==> config.mk <==
export PLATFORM = sky130hd
export DESIGN_NAME = exec_sequencer
export DESIGN_NICKNAME = d
export VERILOG_FILES = /design/src/rtl/exec_sequencer.sv
export SDC_FILE = /design/constraint.sdc
export NUM_CORES = 1
export LEC_CHECK = 0
export CORE_MARGIN = 1
export CORE_UTILIZATION = 45
export CTS_CLUSTER_SIZE = 28
export DETAILED_ROUTE_END_ITERATION = 10
export GPL_ROUTABILITY_DRIVEN = 0
export SYNTH_ARGS = -nofsm -noshare
export SYNTH_HDL_FRONTEND = slang
export SYNTH_SLANG_ARGS = --single-unit
==> constraint.sdc <==
create_clock -name clk -period 7.6 [get_ports clk]
set_input_delay 1.14 -clock clk [delete_from_list [all_inputs] [get_ports clk]]
set_output_delay 1.14 -clock clk [all_outputs]
set_load 0.05 [all_outputs]
==> src/rtl/exec_sequencer.sv <==
// exec_sequencer: multi-cycle register-to-register execute unit.
// Register file, ALU and a four-state control FSM (IDLE -> RD -> EX -> WB).
// One instruction is accepted over a valid/ready handshake in IDLE. Its
// operands are read in RD and the ALU output is staged in EX. The result is
// written back in WB, with a one-cycle done pulse.
// Optional build macro: EXEC_SEQ_SATURATE_EN. When it is defined, ADD and SUB
// saturate as unsigned values. When it is undefined, ADD and SUB wrap.
module exec_sequencer #(
  parameter int DATA_W     = 12,
  parameter int REG_ADDR_W = 3,
  parameter int OP_W       = 3
) (
  input  logic                  clk,
  input  logic                  rst,
  input  logic                  in_valid,
  output logic                  in_ready,
  input  logic [OP_W-1:0]       in_opcode,
  input  logic [REG_ADDR_W-1:0] in_rd,
  input  logic [REG_ADDR_W-1:0] in_rs1,
  input  logic [REG_ADDR_W-1:0] in_rs2,
  output logic                  done,
  output logic [DATA_W-1:0]     result,
  output logic                  zero_flag,
  output logic                  carry_flag,
  input  logic                  dbg_we,
  input  logic [REG_ADDR_W-1:0] dbg_waddr,
  input  logic [DATA_W-1:0]     dbg_wdata,
  input  logic [REG_ADDR_W-1:0] dbg_raddr,
  output logic [DATA_W-1:0]     dbg_rdata
);

  localparam int NUM_REGS = 2 ** REG_ADDR_W;

  localparam logic [OP_W-1:0] OP_NOP = OP_W'(0);
  localparam logic [OP_W-1:0] OP_ADD = OP_W'(1);
  localparam logic [OP_W-1:0] OP_SUB = OP_W'(2);
  localparam logic [OP_W-1:0] OP_AND = OP_W'(3);
  localparam logic [OP_W-1:0] OP_OR  = OP_W'(4);
  localparam logic [OP_W-1:0] OP_XOR = OP_W'(5);
  localparam logic [OP_W-1:0] OP_SLT = OP_W'(6);
  localparam logic [OP_W-1:0] OP_MOV = OP_W'(7);

  typedef enum logic [1:0] {
    S_IDLE = 2'd0,
    S_RD   = 2'd1,
    S_EX   = 2'd2,
    S_WB   = 2'd3
  } state_t;

  state_t                  state_q, state_d;
  logic [OP_W-1:0]         op_q, op_d;
  logic [REG_ADDR_W-1:0]   rd_q, rd_d;
  logic [REG_ADDR_W-1:0]   rs1_q, rs1_d;
  logic [REG_ADDR_W-1:0]   rs2_q, rs2_d;
  logic [DATA_W-1:0]       opa_q, opa_d;
  logic [DATA_W-1:0]       opb_q, opb_d;
  logic [DATA_W-1:0]       alu_q, alu_d;
  logic                    zstg_q, zstg_d;
  logic                    cstg_q, cstg_d;
  logic [DATA_W-1:0]       result_q, result_d;
  logic                    zero_q, zero_d;
  logic                    carry_q, carry_d;
  logic [DATA_W-1:0]       regs_q [NUM_REGS];
  logic [DATA_W-1:0]       regs_d [NUM_REGS];

  logic                    accept;
  logic [DATA_W:0]         sum;
  logic [DATA_W:0]         diff;
  logic [DATA_W-1:0]       alu_val;
  logic                    carry_val;

  // Handshake: ready only in IDLE, outside reset, and when no debug write is pending.
  always_comb begin
    in_ready = (state_q == S_IDLE) && !dbg_we && !rst;
    accept   = in_valid && in_ready;
  end

  // Next-state logic for the control FSM.
  always_comb begin
    // NOTE: every always_comb output gets a default first so no path can infer a latch.
    state_d = state_q;
    unique case (state_q)
      S_IDLE:  if (accept) state_d = S_RD;
      S_RD:    state_d = S_EX;
      S_EX:    state_d = S_WB;
      S_WB:    state_d = S_IDLE;
      default: state_d = S_IDLE;
    endcase
  end

  // Latch the instruction fields on accept and the operands in RD.
  always_comb begin
    op_d  = op_q;
    rd_d  = rd_q;
    rs1_d = rs1_q;
    rs2_d = rs2_q;
    opa_d = opa_q;
    opb_d = opb_q;
    if (accept) begin
      op_d  = in_opcode;
      rd_d  = in_rd;
      rs1_d = in_rs1;
      rs2_d = in_rs2;
    end
    if (state_q == S_RD) begin
      opa_d = regs_q[rs1_q];
      opb_d = regs_q[rs2_q];
    end
  end

  // ALU: combinational result and carry/borrow from the latched operands.
  always_comb begin
    sum       = {1'b0, opa_q} + {1'b0, opb_q};
    diff      = {1'b0, opa_q} - {1'b0, opb_q};
    alu_val   = '0;
    carry_val = 1'b0;
    unique case (op_q)
      OP_ADD: begin
        carry_val = sum[DATA_W];
`ifdef EXEC_SEQ_SATURATE_EN
        alu_val   = sum[DATA_W] ? {DATA_W{1'b1}} : sum[DATA_W-1:0];
`else
        alu_val   = sum[DATA_W-1:0];
`endif
      end
      OP_SUB: begin
        carry_val = diff[DATA_W];
`ifdef EXEC_SEQ_SATURATE_EN
        alu_val   = diff[DATA_W] ? '0 : diff[DATA_W-1:0];
`else
        alu_val   = diff[DATA_W-1:0];
`endif
      end
      OP_AND:  alu_val = opa_q & opb_q;
      OP_OR:   alu_val = opa_q | opb_q;
      OP_XOR:  alu_val = opa_q ^ opb_q;
      OP_SLT:  alu_val = ($signed(opa_q) < $signed(opb_q)) ? DATA_W'(1) : '0;
      OP_MOV:  alu_val = opa_q;
      default: alu_val = '0;
    endcase
  end

  // EX staging and WB commit of the register file, result and flags. Debug writes land in IDLE.
  always_comb begin
    alu_d    = alu_q;
    zstg_d   = zstg_q;
    cstg_d   = cstg_q;
    result_d = result_q;
    zero_d   = zero_q;
    carry_d  = carry_q;
    regs_d   = regs_q;
    if (state_q == S_EX) begin
      alu_d  = alu_val;
      zstg_d = (alu_val == '0);
      cstg_d = carry_val;
    end
    if ((state_q == S_WB) && (op_q != OP_NOP)) begin
      regs_d[rd_q] = alu_q;
      result_d     = alu_q;
      zero_d       = zstg_q;
      carry_d      = cstg_q;
    end
    if ((state_q == S_IDLE) && dbg_we) begin
      regs_d[dbg_waddr] = dbg_wdata;
    end
  end

  // State and datapath registers with synchronous reset.
  always_ff @(posedge clk) begin
    // NOTE: sequential state uses non-blocking assignments so all flops update together at the edge.
    if (rst) begin
      state_q  <= S_IDLE;
      op_q     <= '0;
      rd_q     <= '0;
      rs1_q    <= '0;
      rs2_q    <= '0;
      opa_q    <= '0;
      opb_q    <= '0;
      alu_q    <= '0;
      zstg_q   <= 1'b0;
      cstg_q   <= 1'b0;
      result_q <= '0;
      zero_q   <= 1'b0;
      carry_q  <= 1'b0;
      // NOTE: the register file must read zero after reset, so it is built from resettable flops rather than a RAM.
      for (int i = 0; i < NUM_REGS; i++) regs_q[i] <= '0;
    end else begin
      state_q  <= state_d;
      op_q     <= op_d;
      rd_q     <= rd_d;
      rs1_q    <= rs1_d;
      rs2_q    <= rs2_d;
      opa_q    <= opa_d;
      opb_q    <= opb_d;
      alu_q    <= alu_d;
      zstg_q   <= zstg_d;
      cstg_q   <= cstg_d;
      result_q <= result_d;
      zero_q   <= zero_d;
      carry_q  <= carry_d;
      for (int i = 0; i < NUM_REGS; i++) regs_q[i] <= regs_d[i];
    end
  end

  // Output drive: done marks the WB cycle; the debug read port is combinational.
  always_comb begin
    done       = (state_q == S_WB);
    result     = result_q;
    zero_flag  = zero_q;
    carry_flag = carry_q;
    dbg_rdata  = regs_q[dbg_raddr];
  end

endmodule

==> flow_summary_export.csv <==
group,metric,value,unit
run_status,status,"complete, no violations",
cells_and_area,nets,1239,
routing,drt_iter0_drc,849,
hold_path,hold_end,"result[9]",
placement,hpwl,22500,microns
routing,drc_errors,0,
routing,postRouteAntennaNets,0,
global_route,antenna_found_initial,0,
sta,final_hold_viol_count,0,
synthesis,ys_seq_area_share,29.6,%
global_route,grt_pass1_wl,53200,microns
sta,slew_headroom,19.2,%
synthesis,synth.area.top_cells,"dfxtp_1 30%, mux4_2 15%, mux2i_1 12%, a211oi_1 8.9%, nor2_1 5.6%",
setup_path,cp-end-kind,"output port",
die,rows,56,
sta,rsz0062_at_grt,"no",
synthesis,syn_area,10900,sq um
synthesis,dominantRegCellSynth,"dfxtp_1",
sta,min_period,4.68,ns
setup_path,reg2reg_slack,4.31,ns
die,dieHeight,158,microns
global_route,grt_max_degree,87,
pwr,p_sw_share,39.4,%
synthesis,synthCells,1187,
routing,drt_first_pass_iters,7,
clock_network,clock-root-buffer,"clkbuf_16",
global_route,grt_overflow,0,
sta,tightest_slew,1.21,ns
clock_network,cts_sinks,162,
setup_path,cp_max_fo,24,
synthesis,yosysTopAreaCell,"dfxtp_1",
sta,finalSetupTns,0,ns
synthesis,synthDistinctLibCells,71,
cells_and_area,layout_commonest_cell,"nor2_1",
synthesis,async_flop_share,0,%
clock_network,cts_setup_buffers,0,
setup_path,worstSetupPathType,"input pin to output port",
cells_and_area,register_area,3250,sq um
die,die_w,158,microns
pwr,pwr-share-comb,37.9,%
cells_and_area,layout_common_cells,"164 x nor2_1, 160 x dfxtp_1, 130 x a211oi_1, 127 x mux2i_1, 95 x nand2_1",
synthesis,ys_warn_count,0,
clock_network,clk_pin_slew,0.07,ns
cells_and_area,syn2layout_area_growth,11.2,%
die,dieArea,24900,sq um
hold_path,hold_depth,2,
setup_path,timing.rr.end,"regs_q[63]",
pwr,pwr-share-clk,27.3,%
hold_path,hp-class,"register to register",
sta,fin_skew,0.0109,ns
hold_path,hp-start,"result[9]",
clock_network,hold_buffers,0,
clock_network,insertion_delay,0.44,ns
clock_network,cts_tree,"yes",
sta,post-route-period-util,61.6,%
sta,setup_violations,0,
setup_path,critPathSlowestCell,"clkdlybuf4s50_1",
setup_path,path_delay_family,"buffers and inverters",
die,start_util,46.2,%
synthesis,avgSynthCellArea,9.22,sq um
global_route,grt_pass1_vias,8807,
clock_network,max-clock-path-buffers,2,
setup_path,r2r_cells,7,
clock_network,cts_buffers,17,
setup_path,arrival,3.54,ns
pwr,seq_power_share,34.8,%
cells_and_area,fillers,2232,
job,maxCapViolCount,0,
setup_path,cpPeakStageDelay,0.71,ns
sta,fin_ws,2.92,ns
sta,final-max-slew-violation-count,0,
setup_path,path_common_cell,"clkdlybuf4s50_1",
placement,port_buffers,61,
routing,wl_per_cell,22.7,microns
pwr,p_leak,3.95,nW
synthesis,synth_top_area_share,29.6,%
pwr,p_per_area,264,nW/um^2
cells_and_area,layout-drive-gt1-share,13.3,%
synthesis,ys_ff_latch,162,
die,pin_count,62,
routing,vias_per_cell,6.28,
pwr,p_int,1.95,mW
routing,num_vias,9374,
placement,post-place-ws,2.94,ns
cells_and_area,multi_input_area,7050,sq um
setup_path,cp-start-kind,"input pin",
synthesis,synth_fp_nets,1265,
setup_path,crit_required,6.46,ns
clock_network,ctsResizeCount,0,
setup_path,reg2reg_from,"op_q[0]",
cells_and_area,diodes,0,
pwr,ir_drop,0.165,mV
setup_path,path_buf_inv,3,
setup_path,crit_chain,"clkdlybuf4s50_1 > buf_4 > mux4_2 > mux2_2 > clkdlybuf4s50_1",
die,core,23700,sq um
pwr,p_switching,1.27,mW
synthesis,synth_edf_count,0,
sta,max_freq,0.213,GHz
clock_network,htree_levels,4,
global_route,grt_usage,28.4,%
routing,drt_wl_total,33900,microns
-- final cells by class --
| cell class | instances | area share [%] |
|---|---|---|
| multi-input cells | 860 | 57.9 |
| clock buffers | 19 | 3.64 |
| well taps | 319 | 3.28 |
| flip-flops and latches | 162 | 26.7 |
| inverters | 44 | 1.36 |
| repair buffers | 76 | 5.88 |
| clock inverters | 13 | 1.24 |
-- Yosys cell counts (all sizes together) (3+ instances only) --
cell     number
mux4         73
dfxtp       162
a22o          3
a2111oi       3
o31ai         7
nor2b         9
mux2         15
mux2i       127
and2          3
inv          44
nand4         3
nand2        95
or3           6
o211ai        9
o31a          4
buf          44
nor3b         5
a211oi      134
nand2b        6
a311oi        4
o311ai        4
o21ai        22
ha           42
o21bai        3
o21a          4
nand3        11
nor2        164
and3          3
nor3         15
clkbuf       77
a21oi        50
-- worst reg2reg max path: stages (launching register included) --
cell      delay (ns)
dfxtp_1         0.31
buf_4           0.33
or2_1           0.52
o21a_1          0.54
nand2_1         0.21
or3_1           0.77
mux2i_1         0.25
a211oi_1        0.28
-- sequential cells by signal (all words and copies together), names as in the netlist --
name        cells
alu_q          12
carry_flag      1
cstg_q          1
op_q            3
opa_q          12
opb_q          12
rd_q            3
regs_q         96
result         12
rs1_q           3
rs2_q           3
state_q         2
zero_flag       1
zstg_q          1
-- metrics by stage --
step | power [mW] | instance area, sq um | hold slack (ns) | std cells | util [%]
final | 3.22 | 12200 | 0.456 | 1493 | 51.4
after global placement | 2.33 | 11600 | 0.447 | 1461 | 48.9
after floorplan | 2.03 | 10900 | 0.432 | 1187 | -
after global routing | 3.41 | 12200 | 0.475 | 1493 | 51.4
after detailed placement | 2.33 | 11600 | 0.447 | 1461 | 48.9
after CTS | 3.21 | 12200 | 0.457 | 1493 | 51.4
-- cells by family (layout without fill, tap and decap cells) --
logic type                 count (synthesis)  in the layout  share of synthesized area [%]
buffers and inverters                    165            152                           6.13
adders and majority gates                 44             44                           5.17
DFF                                      162            162                           29.6
xor gates and xnor gates                   2              2                          0.160
AOI/OAI and AO/OA                        268            268                           17.6
and+or+nand+nor                          331            331                           13.0
muxes                                    215            215                           28.2
-- worst max path at each step --
| stage | start | end | slack, ns | cells past startpoint |
|---|---|---|---|---|
| after CTS | dbg_raddr[1] | dbg_rdata[11] | 2.93 | 5 |
| after global placement | dbg_raddr[1] | dbg_rdata[11] | 2.98 | 5 |
| after detailed placement | dbg_raddr[1] | dbg_rdata[11] | 2.94 | 5 |
| after floorplan | dbg_raddr[0] | dbg_rdata[0] | 3.53 | 4 |
| after global routing | dbg_raddr[1] | dbg_rdata[11] | 2.86 | 5 |
| final | dbg_raddr[1] | dbg_rdata[11] | 2.92 | 5 |
-- power by group through the flow --
| stage | combinational (mW) | sequential [mW] | clock (mW) |
|---|---|---|---|
| 2_1_floorplan | 0.996 | 1.03 | 0 |
| 3_3_place_gp | 1.19 | 1.13 | 0 |
| 3_5_place_dp | 1.20 | 1.14 | 0 |
| 4_1_cts | 1.21 | 1.12 | 0.887 |
| 5_1_grt | 1.35 | 1.14 | 0.923 |
| 6_report | 1.22 | 1.12 | 0.880 |
-- layer usage --
metal | global-route usage (%) | share of wire, % | vias up
met1 | 39.2 | 44 | 4561
met5 | 0 | 0 | -
met2 | 46.0 | 47 | 418
met3 | 4.16 | 7.0 | 68
met4 | 8.37 | 2.4 | 0
li1 | - | - | 4327
(Power assumes the default switching activity.)
